--- src/rtl/tlp_pkg.sv ---
// Shared definitions for the memory-write TLP generator: state encoding,
// header field positions and the 4DW MWr64 header builder.
package tlp_pkg;

   localparam logic [2:0] FMT_MWR64 = 3'b011;
   localparam logic [4:0] TYPE_MEM  = 5'b00000;

   localparam int HDR_W    = 128;
   localparam int FMT_LSB  = 125;
   localparam int TYPE_LSB = 120;
   localparam int LEN_LSB  = 96;
   localparam int TAG_LSB  = 72;
   localparam int LBE_LSB  = 68;
   localparam int FBE_LSB  = 64;
   localparam int ADDR_LSB = 0;

   typedef enum logic [1:0] {
      ST_IDLE,
      ST_SEND,
      ST_GAP,
      ST_DONE
   } tlp_state_e;

   function automatic logic [HDR_W-1:0] build_hdr(input logic [9:0]  len,
                                                  input logic [7:0]  tag,
                                                  input logic [63:0] addr);
      logic [HDR_W-1:0] h;
      h = '0;
      h[FMT_LSB  +: 3]  = FMT_MWR64;
      h[TYPE_LSB +: 5]  = TYPE_MEM;
      h[LEN_LSB  +: 10] = len;
      h[TAG_LSB  +: 8]  = tag;
      h[FBE_LSB  +: 4]  = 4'hF;
      // single-DW writes must carry a zero last-BE
      h[LBE_LSB  +: 4]  = (len > 10'd1) ? 4'hF : 4'h0;
      h[ADDR_LSB +: 64] = addr;
      return h;
   endfunction

endpackage

--- src/rtl/tlp_beat_fmt.sv ---
// Combinational payload generator: fills one data beat with the
// {packet, DW index} pattern, zeroes unused DWs and reports EOP/empty.
module tlp_beat_fmt
   import tlp_pkg::*;
#(
   parameter int DW             = 32,
   parameter int TLP_DATA_WIDTH = 8*DW,
   parameter int LEN_W          = 7,
   parameter int BEAT_DW        = TLP_DATA_WIDTH/DW,
   parameter int EMPTY_W        = $clog2(BEAT_DW)
) (
   input  logic [15:0]               pkt_idx,
   input  logic [15:0]               beat_idx,
   input  logic [LEN_W-1:0]          len,
   output logic [TLP_DATA_WIDTH-1:0] data,
   output logic [EMPTY_W-1:0]        empty,
   output logic                      last
);

   always_comb begin
      logic [31:0] base;
      logic [31:0] g;
      logic [31:0] len32;
      logic [31:0] rem;
      len32 = 32'(len);
      base  = 32'(beat_idx) * 32'(BEAT_DW);
      g     = '0;
      data  = '0;
      for (int unsigned k = 0; k < BEAT_DW; k++) begin
         g = base + k;
         if (g < len32)
            data[DW*k +: DW] = DW'({pkt_idx, g[15:0]});
      end
      last  = (base + 32'(BEAT_DW)) >= len32;
      rem   = len32 % 32'(BEAT_DW);
      empty = (rem == 32'd0) ? '0 : EMPTY_W'(32'(BEAT_DW) - rem);
   end

endmodule

--- src/rtl/tlp_gen.sv ---
// Burst source of 4DW memory-write TLPs on a valid/ready stream with
// programmable length, inter-packet gap and incrementing address.
module tlp_gen
   import tlp_pkg::*;
#(
   parameter int DW             = 32,
   parameter int HEADER_SIZE    = 4*DW,
   parameter int TLP_DATA_WIDTH = 8*DW,
   parameter int MAX_LEN_DW     = 64,
   parameter int LEN_W          = $clog2(MAX_LEN_DW+1),
   parameter int BEAT_DW        = TLP_DATA_WIDTH/DW
) (
   input  logic                        clk,
   input  logic                        rst_n,
   input  logic                        start,
   input  logic                        abort,
   input  logic [15:0]                 cfg_num_pkts,
   input  logic [LEN_W-1:0]            cfg_len_dw,
   input  logic [63:0]                 cfg_addr,
   input  logic [7:0]                  cfg_gap,
   output logic                        busy,
   output logic                        done,
   output logic [15:0]                 pkt_cnt,
   input  logic                        out_ready,
   output logic                        out_valid,
   output logic                        out_sop,
   output logic                        out_eop,
   output logic [HEADER_SIZE-1:0]      out_hdr,
   output logic [TLP_DATA_WIDTH-1:0]   out_data,
   output logic [$clog2(BEAT_DW)-1:0]  out_empty
);

   localparam int EMPTY_W = $clog2(BEAT_DW);
   localparam logic [LEN_W-1:0] MAX_LEN_L = LEN_W'(MAX_LEN_DW);

   tlp_state_e        state_q;
   logic [15:0]       num_q;
   logic [LEN_W-1:0]  len_q;
   logic [7:0]        gap_q;
   logic [7:0]        gap_cnt;
   logic [63:0]       addr_q;
   logic [15:0]       p_q;
   logic [15:0]       b_q;
   logic              abort_q;

   logic [LEN_W-1:0]  len_eff;
   logic              hs;
   logic              last_pkt;
   logic              abort_eff;
   logic [63:0]       stride;
   logic              ld;
   logic              adv;
   logic [15:0]       sel_p;
   logic [15:0]       sel_b;
   logic [63:0]       sel_addr;
   logic              sel_sop;

   logic [TLP_DATA_WIDTH-1:0] fmt_data;
   logic [EMPTY_W-1:0]        fmt_empty;
   logic                      fmt_last;

   always_comb begin
      len_eff = cfg_len_dw;
      if (cfg_len_dw == '0)
         len_eff = LEN_W'(1);
      else if (cfg_len_dw > MAX_LEN_L)
         len_eff = MAX_LEN_L;
   end

   assign hs        = out_valid & out_ready;
   assign last_pkt  = (p_q == num_q - 16'd1);
   assign abort_eff = abort_q | abort;
   assign stride    = 64'(len_q) << 2;

   // Pick the beat to load into the output stage this cycle; p_q/addr_q
   // always describe the packet whose beats are (or are next) presented.
   always_comb begin
      ld    = 1'b0;
      adv   = 1'b0;
      sel_b = b_q;
      case (state_q)
         ST_SEND: begin
            if (!out_valid) begin
               ld = 1'b1;
            end else if (hs) begin
               if (!out_eop) begin
                  ld    = 1'b1;
                  sel_b = b_q + 16'd1;
               end else if (!last_pkt && !abort_eff && gap_q == 8'd0) begin
                  ld    = 1'b1;
                  adv   = 1'b1;
                  sel_b = '0;
               end
            end
         end
         ST_GAP: begin
            if (!abort_eff && gap_cnt == 8'd1)
               ld = 1'b1;
         end
         default: ;
      endcase
      sel_p    = adv ? p_q + 16'd1 : p_q;
      sel_addr = adv ? addr_q + stride : addr_q;
      sel_sop  = (sel_b == 16'd0);
   end

   tlp_beat_fmt #(
      .DW             (DW),
      .TLP_DATA_WIDTH (TLP_DATA_WIDTH),
      .LEN_W          (LEN_W),
      .BEAT_DW        (BEAT_DW),
      .EMPTY_W        (EMPTY_W)
   ) u_fmt (
      .pkt_idx  (sel_p),
      .beat_idx (sel_b),
      .len      (len_q),
      .data     (fmt_data),
      .empty    (fmt_empty),
      .last     (fmt_last)
   );

   always_ff @(posedge clk) begin
      if (!rst_n) begin
         state_q   <= ST_IDLE;
         num_q     <= '0;
         len_q     <= '0;
         gap_q     <= '0;
         gap_cnt   <= '0;
         addr_q    <= '0;
         p_q       <= '0;
         b_q       <= '0;
         abort_q   <= 1'b0;
         busy      <= 1'b0;
         done      <= 1'b0;
         pkt_cnt   <= '0;
         out_valid <= 1'b0;
         out_sop   <= 1'b0;
         out_eop   <= 1'b0;
         out_hdr   <= '0;
         out_data  <= '0;
         out_empty <= '0;
      end else begin
         done <= 1'b0;
         if (busy && abort)
            abort_q <= 1'b1;

         if (ld) begin
            out_valid <= 1'b1;
            out_sop   <= sel_sop;
            out_eop   <= fmt_last;
            out_hdr   <= sel_sop ? HEADER_SIZE'(build_hdr(10'(len_q), sel_p[7:0], sel_addr)) : '0;
            out_data  <= fmt_data;
            out_empty <= fmt_last ? fmt_empty : '0;
            b_q       <= sel_b;
            if (adv) begin
               p_q    <= p_q + 16'd1;
               addr_q <= addr_q + stride;
            end
         end else if (hs) begin
            out_valid <= 1'b0;
            out_sop   <= 1'b0;
            out_eop   <= 1'b0;
            out_hdr   <= '0;
            out_data  <= '0;
            out_empty <= '0;
         end

         case (state_q)
            ST_IDLE: begin
               if (start) begin
                  pkt_cnt <= '0;
                  num_q   <= cfg_num_pkts;
                  len_q   <= len_eff;
                  gap_q   <= cfg_gap;
                  addr_q  <= {cfg_addr[63:2], 2'b00};
                  p_q     <= '0;
                  b_q     <= '0;
                  abort_q <= 1'b0;
                  if (cfg_num_pkts != 16'd0) begin
                     state_q <= ST_SEND;
                     busy    <= 1'b1;
                  end else begin
                     done <= 1'b1;
                  end
               end
            end
            ST_SEND: begin
               if (hs && out_eop) begin
                  pkt_cnt <= pkt_cnt + 16'd1;
                  if (last_pkt || abort_eff) begin
                     state_q <= ST_DONE;
                     busy    <= 1'b0;
                     done    <= 1'b1;
                  end else if (gap_q != 8'd0) begin
                     state_q <= ST_GAP;
                     gap_cnt <= gap_q;
                     p_q     <= p_q + 16'd1;
                     b_q     <= '0;
                     addr_q  <= addr_q + stride;
                  end
               end
            end
            ST_GAP: begin
               if (abort_eff) begin
                  state_q <= ST_DONE;
                  busy    <= 1'b0;
                  done    <= 1'b1;
               end else if (gap_cnt == 8'd1) begin
                  state_q <= ST_SEND;
               end else begin
                  gap_cnt <= gap_cnt - 8'd1;
               end
            end
            ST_DONE: begin
               state_q <= ST_IDLE;
               abort_q <= 1'b0;
            end
            default: state_q <= ST_IDLE;
         endcase
      end
   end

endmodule

--- config.mk ---
export PLATFORM = sky130hd
export DESIGN_NAME = tlp_gen
export DESIGN_NICKNAME = d
export VERILOG_FILES = /design/src/rtl/tlp_pkg.sv /design/src/rtl/tlp_beat_fmt.sv /design/src/rtl/tlp_gen.sv
export SDC_FILE = /design/constraint.sdc
export NUM_CORES = 1
export LEC_CHECK = 0
export CAP_MARGIN = 20
export CORE_MARGIN = 8
export CORE_UTILIZATION = 46
export DETAILED_ROUTE_END_ITERATION = 10
export PLACE_DENSITY_LB_ADDON = 0.08
export SETUP_SLACK_MARGIN = 0.15
export SYNTH_ARGS = -nofsm -noshare
export SYNTH_HDL_FRONTEND = slang
export SYNTH_SLANG_ARGS = --single-unit
export TNS_END_PERCENT = 5
--- constraint.sdc ---
create_clock -name clk -period 4.1 [get_ports clk]
set_clock_uncertainty 0.05 [all_clocks]
set_input_delay 0.615 -clock clk [delete_from_list [all_inputs] [get_ports clk]]
set_output_delay 0.615 -clock clk [all_outputs]
set_load 0.01 [all_outputs]
==> parameters.txt <==
Parameter                              Value

Setup path
  Required arrival time at the worst endpoint    4.59 ns
  Critical Setup Path Class    reg2reg
  Slowest Stage Delay on Critical Path    0.59 ns
  Cell with the largest stage delay on the worst path    sky130_fd_sc_hd__or4_4
  Worst path buffer plus inverter count    9
  Data arrival time of the critical path    4.59 ns
  Most common cell on crit path    sky130_fd_sc_hd__buf_4
  Startpoint types    flip-flop
  Number of cells on the critical path    20
  Cell count of the worst reg-to-reg path    20
  Critical path cell sequence    buf_6 -> or4_4 -> nor2_4 -> mux2i_2 -> buf_4 -> a221oi_4 -> nand4_4 -> a31oi_4 -> a21boi_2 -> buf_6 -> inv_1 -> buf_4 -> or3_1 -> buf_4 -> nor4_4 -> buf_4 -> buf_8 -> clkbuf_16 -> nand2_1 -> a21oi_1
  Maximum fanout encountered on the critical timing path    13
  Critical path capture point type    flip-flop
  CP delay by family, top    simple AND/OR/NAND/NOR gates

STA
  Shortest period the worst path allows    4.11 ns
  Period utilization    1.00
  Final worst-path setup slack    -0.00787 ns
  Setup repair after global routing missed its margin    true
  Achievable Freq    243 MHz
  Transition time of the tightest slew-check pin    0.835 ns
  Fin Setup TNS    -0.0101 ns
  Slew Limit Headroom    0.443
  Number of failing setup endpoints in the final timing report    2
  Final Hold Violating Endpoints    0
  Slew Viols, Final    0

Floorplan
  Number of placement rows    81
  Die footprint    56700 µm²
  Core Footprint    48800 µm²
  Height of the chip    238 µm
  X dimension of the die    238 µm
  I/O Pins    508
  Starting utilization of the core area    0.464

Detailed routing
  Drt via density    5.59
  Routed Wire Length    86700 µm
  Vias    22026
  Detailed-routing iteration count for the pre-antenna-repair pass    5
  Average detailed-routed wire length per instance    22.0 µm
  Initial DRC count    1642
  Antenna Nets Post-Route    0
  # DRC    0

Flow run
  Count of maximum capacitance violations    0

Logic synthesis
  Synth Register Bits    478
  Largest family of logic cells by synthesized area    simple AND/OR/NAND/NOR gates
  Number of unique standard cell types used by synthesis    87
  Commonest cells in the netlist    sky130_fd_sc_hd__dfxtp_1 (478), sky130_fd_sc_hd__nand2_1 (404), sky130_fd_sc_hd__nor2_1 (213), sky130_fd_sc_hd__a21oi_1 (166), sky130_fd_sc_hd__clkbuf_1 (149)
  Number of flops mapped to enable cells by yosys    0
  Gate count after technology mapping    2729
  Most common cell in the synthesized netlist    sky130_fd_sc_hd__dfxtp_1
  Cell type contributing the most total cell area after synthesis    sky130_fd_sc_hd__dfxtp_1
  Async set-or-reset flop fraction in the synthesized netlist    0
  Most instantiated flip-flop cell in the synthesis netlist    sky130_fd_sc_hd__dfxtp_1
  Area fraction in compound gates after synthesis    0.182
  Netlist area before placement    22700 µm²
  Sequential-to-total area share from yosys stat    0.422
  Adder and majority cell fraction of the synthesized area    0.0180
  Mean area per synthesized cell    8.31 µm²
  Area share of the largest cell type after synthesis    0.422
  Post-Synth XOR/XNOR Area    0.0904
  Synthesis warning total    0
  Post-synthesis mux area share    0.00717
  Top cells by area in the synthesized netlist    sky130_fd_sc_hd__dfxtp_1 (42%), sky130_fd_sc_hd__nand2_1 (6.7%), sky130_fd_sc_hd__xor2_1 (4.8%)
  Post-synthesis simple-gate area fraction    0.213

Placed design
  Placer Congestion    0.903
  Number of placed instances, taps included    3821
  Final HPWL from detailed placement    61900 µm
  Port-buffer cells    454
  Area after detailed placement    28800 µm²
  Pre-CTS setup slack    -0.295 ns

Finish
  Share of post-route cells with drive strength above 1    0.158
  Number of inserted filler cells in the final layout    4130
  Number of standard cells in the final layout excluding fillers    3940
  Number of diodes added for antenna fixing    0
  Layout overhead on the synthesized area    40.6%
  Post-layout net count    3370
  Post-route cell area    31900 µm²

Clock tree
  Number of buffers added to fix hold violations after cts    0
  Clk pin slew, worst setup/hold paths    0.06 ns
  TritonCTS clock tree    yes
  TritonCTS Sinks    478
  H-tree levels    2
  Number of buffers between clock root and the deepest sink    3
  Clock buffer count from CTS    51
  Root cell of the clock tree    sky130_fd_sc_hd__clkbuf_16
  Clock insertion delay at the later pin of the skew report    0.62 ns

Global route
  Largest net degree at the start of global routing    69
  Antenna violations before repair    3
  GRT Resource Usage Total    0.287
  Global-route wire length before repair    129000 µm
  Global route overflow    0
  Number of global-route vias before repair    21391

Status
  Failing checks    setup timing
  Result of the run    complete, but fails checks

Power
  Maximum VDD drop    0.000352 V
  Leakage power of the design    11.7 nW
  Cell area power density    478 nW/µm²

Worst hold path
  Worst hold path stage count    2
  Class of the worst hold path    reg2reg
[worst reg2reg max path: stages (launching register included)]
cell and delay [ns]:
sky130_fd_sc_hd__dfxtp_2 0.33, sky130_fd_sc_hd__buf_6 0.12, sky130_fd_sc_hd__or4_4 0.59, sky130_fd_sc_hd__nor2_4 0.12, sky130_fd_sc_hd__mux2i_2 0.29, sky130_fd_sc_hd__buf_4 0.17
sky130_fd_sc_hd__a221oi_4 0.04, sky130_fd_sc_hd__nand4_4 0.14, sky130_fd_sc_hd__a31oi_4 0.11, sky130_fd_sc_hd__a21boi_2 0.25, sky130_fd_sc_hd__buf_6 0.15, sky130_fd_sc_hd__inv_1 0.05
sky130_fd_sc_hd__buf_4 0.16, sky130_fd_sc_hd__or3_1 0.33, sky130_fd_sc_hd__buf_4 0.16, sky130_fd_sc_hd__nor4_4 0.26, sky130_fd_sc_hd__buf_4 0.17, sky130_fd_sc_hd__buf_8 0.13
sky130_fd_sc_hd__clkbuf_16 0.21, sky130_fd_sc_hd__nand2_1 0.07, sky130_fd_sc_hd__a21oi_1 0.13
[registers in the layout, indices dropped and copies added, names as in the netlist, 2 cells and up]
register   count
out_data     239
num_q         16
p_q           16
gap_cnt        8
state_q        2
pkt_cnt       16
out_empty      3
len_q          7
addr_q        62
b_q           16
gap_q          8
out_hdr       79
[cell usage in the layout, fill, tap and decap left out, types with 11 or more instances in the layout]
master / instances
sky130_fd_sc_hd__o21ai_2: 49
sky130_fd_sc_hd__conb_1: 51
sky130_fd_sc_hd__a22oi_1: 89
sky130_fd_sc_hd__a21oi_1: 147
sky130_fd_sc_hd__ha_1: 27
sky130_fd_sc_hd__mux2i_1: 13
sky130_fd_sc_hd__and2_1: 104
sky130_fd_sc_hd__a311oi_1: 15
sky130_fd_sc_hd__o21ai_0: 56
sky130_fd_sc_hd__inv_1: 31
sky130_fd_sc_hd__o2bb2ai_2: 12
sky130_fd_sc_hd__nand4_1: 31
sky130_fd_sc_hd__a21oi_2: 18
sky130_fd_sc_hd__xor2_1: 125
sky130_fd_sc_hd__buf_6: 23
sky130_fd_sc_hd__nand3_1: 77
sky130_fd_sc_hd__and3_1: 36
sky130_fd_sc_hd__nor2_1: 206
sky130_fd_sc_hd__xnor2_1: 109
sky130_fd_sc_hd__nor4_1: 18
sky130_fd_sc_hd__dfxtp_1: 475
sky130_fd_sc_hd__nand2_1: 381
sky130_fd_sc_hd__nor3_1: 42
sky130_fd_sc_hd__nand2_2: 19
sky130_fd_sc_hd__clkbuf_16: 55
sky130_fd_sc_hd__a32o_1: 24
sky130_fd_sc_hd__buf_4: 176
sky130_fd_sc_hd__clkdlybuf4s50_1: 453
sky130_fd_sc_hd__o21ai_1: 45
sky130_fd_sc_hd__bufinv_16: 11
sky130_fd_sc_hd__buf_12: 24
sky130_fd_sc_hd__o22ai_1: 67
[what timing repair did]
action	CTS	global route
setup buffers	11	9
cloned	4	4
resized for setup	97	197
endpoints found under the hold margin	0	0
endpoints found under the setup margin	313	397
pin swaps	47	84
[routing by layer]
metal  share of wire  vias to the layer above  GRT usage
met3           0.078                      153     0.0608
met4           0.031                        4     0.0891
li1                -                    10353          -
met1            0.41                    10661      0.360
met5         0.00027                        -          0
met2            0.48                      855      0.490
[final cells by class]
cell class | instances | area [µm²] | area share
timing repair buffer | 687 | 6860 | 0.215
tap | 664 | 831 | 0.0261
inverter | 36 | 140 | 0.00440
sequential | 478 | 9580 | 0.300
clock buffer | 69 | 1450 | 0.0453
multi-input combinational | 1984 | 12600 | 0.395
clock inverter | 22 | 434 | 0.0136
[where the power goes]
| group | switching [W] | internal [W] | leakage, nW |
|---|---|---|---|
| Clock | 0.00200 | 0.00317 | 0.913 |
| Combinational | 0.00272 | 0.00198 | 6.94 |
| Sequential | 0.000431 | 0.00494 | 3.86 |
[worst paths after layout]
check / startpoint / endpoint / slack [ns]
hold reg to reg: out_data[134] / out_data[134] / 0.39
hold / removal: out_data[134] / out_data[134] / 0.39
setup reg to reg: num_q[0] / out_hdr[54] / -0.008
setup / recovery: num_q[0] / out_hdr[54] / -0.008
[cell families after synthesis]
| family | Yosys count |
|---|---|
| AO/OA/AOI/OAI | 633 |
| XOR/XNOR | 234 |
| adder cells (fa/ha/maj) | 32 |
| buffers and inverters | 317 |
| flip-flops | 478 |
| multiplexers | 16 |
| other | 1 |
| AND/OR/NAND/NOR | 1018 |
[stage by stage]
stage / hold slack, ns / total power (W) / utilization
floorplan: 0.393 / 0.00786 / -
global placement: 0.384 / 0.00946 / 0.589
detailed placement: 0.391 / 0.00953 / 0.589
CTS: 0.404 / 0.0150 / 0.638
global route: 0.414 / 0.0158 / 0.653
finish: 0.394 / 0.0152 / 0.653
(Power assumes the default switching activity.)
